--- src/rtl/game_sequencer.sv ---
// Whack-a-mole game-flow controller: mode select, countdown, timed play and end-of-game hold.
// Buttons and whack are synchronised and edge-detected; all outputs come straight from flops.
module game_sequencer #(
   parameter int COUNTDOWN_S = 3,
   parameter int GAME_S      = 30,
   parameter int VAL_W       = 16
) (
   input  logic             clock_i,
   input  logic             reset_i,
   input  logic             tick_1hz_i,
   input  logic [3:0]       buttons_i,
   input  logic             whack_i,
   output logic [1:0]       mode_o,
   output logic             mole_enable_o,
   output logic [1:0]       state_o,
   output logic [VAL_W-1:0] time_left_o,
   output logic [VAL_W-1:0] score_o,
   output logic [VAL_W-1:0] display_value_o,
   output logic             game_done_o
);

   typedef enum logic [1:0] {
      ST_IDLE  = 2'b00,
      ST_COUNT = 2'b01,
      ST_PLAY  = 2'b10,
      ST_DONE  = 2'b11
   } state_t;

   localparam logic [VAL_W-1:0] CD_LOAD   = VAL_W'(COUNTDOWN_S);
   localparam logic [VAL_W-1:0] GAME_LOAD = VAL_W'(GAME_S);
   localparam logic [VAL_W-1:0] ONE       = VAL_W'(1);
   localparam logic [VAL_W-1:0] SCORE_MAX = '1;

   // Bit 4 is whack, bits 3:0 are the buttons; stage 3 is the edge-detect history.
   logic [4:0] in_s1_q, in_s2_q, in_s3_q;
   logic [4:0] evt;

   always_ff @(posedge clock_i or negedge reset_i) begin
      if (!reset_i) begin
         in_s1_q <= '0;
         in_s2_q <= '0;
         in_s3_q <= '0;
      end else begin
         in_s1_q <= {whack_i, buttons_i};
         in_s2_q <= in_s1_q;
         in_s3_q <= in_s2_q;
      end
   end

   assign evt = in_s2_q & ~in_s3_q;

   state_t           state_q, state_d;
   logic [1:0]       mode_q, mode_d;
   logic [VAL_W-1:0] time_q, time_d;
   logic [VAL_W-1:0] score_q, score_d;
   logic [VAL_W-1:0] disp_q, disp_d;
   logic             mole_q, mole_d;
   logic             done_q, done_d;
   logic [1:0]       mode_sel;
   logic             mode_evt;

   always_comb begin
      mode_sel = 2'b00;
      if (evt[0])      mode_sel = 2'b01;
      else if (evt[1]) mode_sel = 2'b10;
      else if (evt[2]) mode_sel = 2'b11;
   end

   assign mode_evt = |evt[2:0];

   always_comb begin
      state_d = state_q;
      mode_d  = mode_q;
      time_d  = time_q;
      score_d = score_q;
      done_d  = 1'b0;
      if (evt[3]) begin
         state_d = ST_IDLE;
         mode_d  = 2'b00;
         time_d  = '0;
         score_d = '0;
      end else begin
         case (state_q)
            ST_IDLE, ST_DONE: begin
               if (mode_evt) begin
                  state_d = ST_COUNT;
                  mode_d  = mode_sel;
                  time_d  = CD_LOAD;
                  score_d = '0;
               end
            end
            ST_COUNT: begin
               if (tick_1hz_i) begin
                  if (time_q == ONE) begin
                     state_d = ST_PLAY;
                     time_d  = GAME_LOAD;
                  end else if (time_q != '0) begin
                     time_d = time_q - ONE;
                  end
               end
            end
            ST_PLAY: begin
               if (evt[4] && (score_q != SCORE_MAX)) score_d = score_q + ONE;
               if (tick_1hz_i) begin
                  if (time_q == ONE) begin
                     state_d = ST_DONE;
                     time_d  = '0;
                     done_d  = 1'b1;
                  end else if (time_q != '0) begin
                     time_d = time_q - ONE;
                  end
               end
            end
            default: state_d = ST_IDLE;
         endcase
      end
      mole_d = (state_d == ST_PLAY);
      case (state_d)
         ST_COUNT, ST_PLAY: disp_d = time_d;
         ST_DONE:           disp_d = score_d;
         default:           disp_d = '0;
      endcase
   end

   always_ff @(posedge clock_i or negedge reset_i) begin
      if (!reset_i) begin
         state_q <= ST_IDLE;
         mode_q  <= 2'b00;
         time_q  <= '0;
         score_q <= '0;
         disp_q  <= '0;
         mole_q  <= 1'b0;
         done_q  <= 1'b0;
      end else begin
         state_q <= state_d;
         mode_q  <= mode_d;
         time_q  <= time_d;
         score_q <= score_d;
         disp_q  <= disp_d;
         mole_q  <= mole_d;
         done_q  <= done_d;
      end
   end

   assign state_o         = state_q;
   assign mode_o          = mode_q;
   assign time_left_o     = time_q;
   assign score_o         = score_q;
   assign display_value_o = disp_q;
   assign mole_enable_o   = mole_q;
   assign game_done_o     = done_q;

endmodule

--- config.mk ---
export PLATFORM = sky130hd
export DESIGN_NAME = game_sequencer
export DESIGN_NICKNAME = d
export VERILOG_FILES = /design/src/rtl/game_sequencer.sv
export SDC_FILE = /design/constraint.sdc
export NUM_CORES = 1
export LEC_CHECK = 0
export BUFFER_PORTS_ARGS = -buffer_cell sky130_fd_sc_hd__buf_2
export CAP_MARGIN = 20
export CORE_ASPECT_RATIO = 0.5
export CORE_UTILIZATION = 40
export CTS_BUF_LIST = sky130_fd_sc_hd__clkbuf_4 sky130_fd_sc_hd__clkbuf_8
export DETAILED_ROUTE_END_ITERATION = 12
export GPL_TIMING_DRIVEN = 0
export PLACE_DENSITY = 0.63
export SLEW_MARGIN = 20
export SYNTH_ARGS = -nofsm -noshare
export SYNTH_HDL_FRONTEND = slang
export SYNTH_SLANG_ARGS = --single-unit
--- constraint.sdc ---
create_clock -name clock_i -period 4 [get_ports clock_i]
set_input_delay 0.6 -clock clock_i [delete_from_list [all_inputs] [get_ports clock_i]]
set_output_delay 0.6 -clock clock_i [all_outputs]
set_load 0.03 [all_outputs]
==> results of run 1 <==
==> placed cells by master, fill, tap and decap left out, types with 4 or more instances in the layout <==
master and count:
mux2_2 4, clkbuf_8 10, nor3_1 11, o21ai_0 19
inv_1 10, dfrtp_1 69, nor3b_1 4, and2_1 4
clkbuf_1 9, buf_2 62, and4_1 4, nand2_1 27
nor2b_1 5, or3_1 4, and3_1 9, a211oi_1 4
a21oi_1 10, nand2b_1 4, a21o_1 4, nand4_1 8
o31ai_1 6, a22oi_1 5, nor2_1 37, nor4_1 6
o2bb2ai_1 9, o22ai_1 5, a31oi_1 11, nand3_1 18
ha_1 9
==> routing by layer <==
| metal | up-vias | wire length, microns | global-route usage, % |
|---|---|---|---|
| met2 | 112 | 4550 | 31.4 |
| met5 | - | 0 | 0 |
| met4 | 0 | 106 | 6.11 |
| met3 | 9 | 658 | 5.19 |
| li1 | 1566 | - | - |
| met1 | 1664 | 5060 | 35.0 |
==> through the flow <==
stage | util (%) | hold slack, ns
6_report | 49.2 | 0.226
5_1_grt | 49.2 | 0.250
4_1_cts | 48.8 | 0.234
3_5_place_dp | 47.0 | 0.335
3_3_place_gp | 46.8 | 0.333
2_1_floorplan | - | 0.304
==> worst paths after layout <==
| kind | from | endpoint | slack (ns) | cells past startpoint |
|---|---|---|---|---|
| setup / recovery | time_left_o[4] | display_value_o[4] | 0.35 | 9 |
| hold / removal | reset_i | time_left_o[0] | 0.23 | 1 |
| setup reg to reg | time_left_o[4] | display_value_o[4] | 0.35 | 9 |
| hold reg to reg | in_s1_q[2] | in_s2_q[2] | 0.35 | 0 |
| max in group asynchronous | reset_i | in_s1_q[3] | 3.22 | 2 |
| min in group clock_i | in_s1_q[2] | in_s2_q[2] | 0.35 | 0 |
==> report_power, final <==
group          total (uW)  internal [uW]  switching, uW
Sequential            851            767           84.5
Combinational        1220            410            807
Clock                 488            224            265
Total                2560           1400           1160
==> cell families (layout without fill, tap and decap cells) <==
| group | count (synthesis) | count (layout) | share of synthesized area [%] |
|---|---|---|---|
| compound gates | 100 | 100 | 19.5 |
| xor+xnor | 1 | 1 | 0.240 |
| fa+ha+maj | 9 | 9 | 3.09 |
| buf+inv | 27 | 103 | 3.74 |
| flops | 69 | 69 | 47.3 |
| mux | 5 | 5 | 1.51 |
| simple gates | 164 | 164 | 24.6 |
==> state kept, by name (all words and copies together) (netlist names) <==
name,cells
state_o,2
in_s1_q,5
game_done_o,1
score_o,16
time_left_o,16
in_s2_q,5
in_s3_q,5
mode_o,2
mole_enable_o,1
display_value_o,16
==> final cells by class <==
type | count | area (sq um) | area share [%]
clock buffers | 10 | 131 | 3.05
well taps | 117 | 146 | 3.39
multi-input cells | 279 | 1820 | 42.1
plain buffers | 17 | 98.8 | 2.29
flip-flops and latches | 69 | 1730 | 40.0
inverters | 10 | 37.5 | 0.870
clock inverters | 4 | 27.5 | 0.638
repair buffers | 62 | 328 | 7.60
==> critical path, stage by stage, from the launching register on <==
cell and delay [ns]:
dfrtp_1 0.48, nor4_2 0.56, nand4_1 0.46, o211ai_1 0.30, and3_1 0.23, inv_1 0.07
ha_1 0.20, and2b_2 0.23, dlygate4sd3_1 0.83, o2bb2ai_1 0.18
==> out/results.txt, run 1 <==
Slew HR -> 35.0%
Critical path capture point type -> register
Cell taking the most area after synthesis -> dfrtp_1
Commonest cells post-synth -> dfrtp_1 (69), nor2_1 (37), nand2_1 (27)
Row cnt -> 24
Synthesized flop and latch total -> 69
CTS H-Tree Depth -> 3
Layout Area Growth over Synthesis -> 18.2%
Minimum clock period -> 3.65 ns
EDFF count, synth -> 0
Yosys cell types -> 65
Final HPWL DP -> 7.58 mm
Fmax -> 274 MHz
Final Non-Filler Cells -> 568
Pwr per Cell Area -> 593 nW/um^2
Area share of the largest cell type after synthesis -> 47.3%
CTS Root Cell -> clkbuf_8
Initial antenna violation count -> 0
Post-CTS Setup Inserts -> 0
Seq/Total Area, Yosys -> 47.3%
Fin Clk Skew -> 0.00947 ns
RSZ-0062 raised after global routing -> false
DRC -> 0
Mapped Area -> 3650 sq um
CTS tree -> built
Nets@finish -> 465
Post-route design area -> 4310 sq um
Prevailing post-synth register cell -> dfrtp_1
DP Area -> 4120 sq um
Status -> complete, no violations
Vias in the first global route -> 2950
TNS Setup -> 0 ns
Fill count -> 843
DIE HEIGHT -> 69.5 microns
Initial Util -> 41.6%
Pleak -> 0.00205 uW
First-pass GRT wire length -> 16.1 mm
Max VDD drop -> 0.211 mV
Synth area leaders -> dfrtp_1 (47%), nor2_1 (3.8%), ha_1 (3.1%)
Core Box Area -> 8770 sq um
Crit share post-route -> 91.2%
Power Total -> 2560 uW
Drt first-iter violations -> 277
Final wirelength -> 10.4 mm
Largest net degree at the start of global routing -> 39
# setup viols final -> 0
Most frequent cell after synthesis -> dfrtp_1
Vias per cell -> 5.90
WL/cell -> 18.3 microns
Layout cells sized above 1 -> 22.4%
Cell count after placement -> 554
Synth Instances -> 375
Hold Crit Class -> in2async
Worst-path maximum fanout -> 10
Slew Viols, Final -> 0
Max Cap Viol -> 0
Dpl ws -> 0.193 ns
Total clock sinks -> 69
Post-cts sizing count -> 0
Async S/R FF share, synth -> 100%
Pre-Repair DR Iteration Count -> 5
Diode count -> 0
Syn nets -> 392
WP data required -> 4.26 ns
ANT nets after route -> 0
Total grt overflow -> 0
Clock buffer depth -> 2
Syn Area/Cell -> 9.73 sq um
RD Place Congestion -> 0.883
Yosys warning count -> 0
Worst-path clk slew -> 0.07 ns
Total GRT Usage -> 22.7%
Worst setup SP type -> register
Kind of critical path -> reg2reg
Worst EP arrival -> 3.91 ns
Via Count -> 3351
Clock Latency Late Sink -> 0.35 ns
Worst-margin pin slew -> 0.963 ns
Width of the chip -> 137 microns
Hold-fix buffers, CTS -> 0
Worst setup margin -> 0.353 ns
Final number of hold-violating endpoints -> 0
IO Count -> 62
PortBufs -> 61
Die ar. -> 9530 sq um
Cts bufs inserted -> 9
Note: power is estimated with default switching activity, not from simulation.
==> run 2: changes to the inputs <==
--- a/config.mk
+++ b/config.mk
@@ -13,6 +13,7 @@
 export DETAILED_ROUTE_END_ITERATION = 12
 export GPL_TIMING_DRIVEN = 0
 export PLACE_DENSITY = 0.63
+export RECOVER_POWER = 25
 export SLEW_MARGIN = 20
 export SYNTH_ARGS = -nofsm -noshare
 export SYNTH_HDL_FRONTEND = slang
==> run 2 against run 1 <==
Final area about the same. Total power increased by 0.11%. Critical endpoint unchanged. The run now ends with max-capacitance violations, max-slew violations left. Die area unchanged.
==> out/results.txt, run 2 (synthesized netlist as in run 1, its figures left out) <==
Status -> finished with violations
Failing checks -> max-capacitance violations, max-slew violations
Minimum clock period -> 3.66 ns
Stages on worst setup path -> 9
Via Count -> 3370
Fin Clk Skew -> 0.00943 ns
Diode count -> 0
Largest net degree at the start of global routing -> 39
First-pass GRT wire length -> 16.1 mm
CP Capture Point -> display_value_o[4]
R2R Path End -> display_value_o[4]
Nets@finish -> 465
Initial Util -> 41.6%
Final HPWL DP -> 7.58 mm
Layout cells sized above 1 -> 22.2%
Worst-path maximum fanout -> 10
RD Place Congestion -> 0.883
Layout Area Growth over Synthesis -> 18.1%
Worst-path clk slew -> 0.08 ns
Die ar. -> 9530 sq um
Kind of critical path -> reg2reg
Total GRT Usage -> 22.7%
RSZ-0062 raised after global routing -> false
Pwr per Cell Area -> 594 nW/um^2
DRC -> 0
Total grt overflow -> 0
Initial antenna violation count -> 0
Width of the chip -> 137 microns
Total clock sinks -> 69
Power Total -> 2560 uW
Cell at the slowest stage of the critical path -> dlygate4sd3_1
IO Count -> 62
Critical path capture point type -> register
Pre-Repair DR Iteration Count -> 5
Slowest stage delay, CP -> 0.83 ns
WP buf/inv -> 2
Worst setup path startpoint -> time_left_o[4]
Cts bufs inserted -> 9
Drt first-iter violations -> 279
CTS Root Cell -> clkbuf_8
Reg2Reg Setup Slack -> 0.34 ns
Hold Crit Class -> in2reg
Final wirelength -> 10.4 mm
Cell count after placement -> 554
WL/cell -> 18.3 microns
Fill count -> 845
Row cnt -> 24
Post-route design area -> 4310 sq um
Pleak -> 0.00205 uW
Commonest cells after routing, fill and taps aside -> dfrtp_1 (69), buf_2 (62), nor2_1 (37)
R2r startpoint -> time_left_o[4]
Final number of hold-violating endpoints -> 0
Fmax -> 273 MHz
Max Cap Viol -> 1
ANT nets after route -> 0
# setup viols final -> 0
Hold-fix buffers, CTS -> 0
Core Box Area -> 8770 sq um
Vias in the first global route -> 2950
Clock buffer depth -> 2
Crit share post-route -> 91.4%
CTS H-Tree Depth -> 3
DIE HEIGHT -> 69.5 microns
Worst EP arrival -> 3.92 ns
Max VDD drop -> 0.213 mV
TNS Setup -> 0 ns
DP Area -> 4120 sq um
Critical path cell sequence -> nor4_2 > nand4_1 > o211ai_1 > and3_1 > inv_1 > ha_1 > and2b_2 > dlygate4sd3_1 > o2bb2ai_1
Vias per cell -> 5.93
Clock Latency Late Sink -> 0.35 ns
Slew Viols, Final -> 38
Worst setup SP type -> register
R2r worst-path depth -> 9
Slew HR -> -47.0%
Most common cell after layout, fill and taps aside -> dfrtp_1
WP data required -> 4.26 ns
CTS tree -> built
Final Non-Filler Cells -> 568
Worst-margin pin slew -> 2.20 ns
CP top delay family -> simple AND/OR/NAND/NOR gates
PortBufs -> 61
[run 2: worst min-delay path by stage]
stage | depth (start not counted) | startpoint | to | slack [ns]
after global routing | 1 | whack_i | in_s1_q[4] | 0.33
after global placement | 0 | in_s1_q[0] | in_s2_q[0] | 0.33
after floorplan | 0 | reset_i | display_value_o[0] | 0.30
after CTS | 1 | reset_i | time_left_o[0] | 0.23
final | 1 | whack_i | in_s1_q[4] | 0.35
after detailed placement | 0 | in_s1_q[1] | in_s2_q[1] | 0.33
[run 2: per-layer routing]
metal  vias to the layer above  routed length, microns  GRT usage [%]
li1                       1566                       -              -
met5                         -                       0              0
met2                       128                    4530           31.4
met3                         9                     685           5.19
met4                         0                     106           6.11
met1                      1667                    5060           35.0
[run 2: where the power goes]
group / leakage [uW] / switching, uW / internal [uW]
clock: 0.0000737 / 267 / 224
sequential: 0.000920 / 83.6 / 767
combinational: 0.00105 / 809 / 410
[run 2: cell type report]
class	count	area (sq um)	area share, %
buffer	17	98.8	2.29
sequential	69	1730	40.1
timing repair buffer	62	324	7.52
clock inverter	4	27.5	0.639
clock buffer	10	131	3.05
multi-input combinational	279	1820	42.2
inverter	10	37.5	0.871
tap	117	146	3.40
[run 2: repair_timing]
| item | in CTS | in global routing |
|---|---|---|
| endpoints found under the setup margin | 0 | 13 |
| gates resized for setup | 0 | 3 |
| buffers inserted | 0 | 0 |
[run 2: metrics by stage]
stage	setup slack [ns]	utilization, %	hold WS [ns]
finish	0.343	49.1	0.349
global route	0.0777	49.1	0.328
CTS	0.127	48.8	0.234
detailed placement	0.193	47.0	0.335
global placement	0.200	46.8	0.333
floorplan	0.705	-	0.304
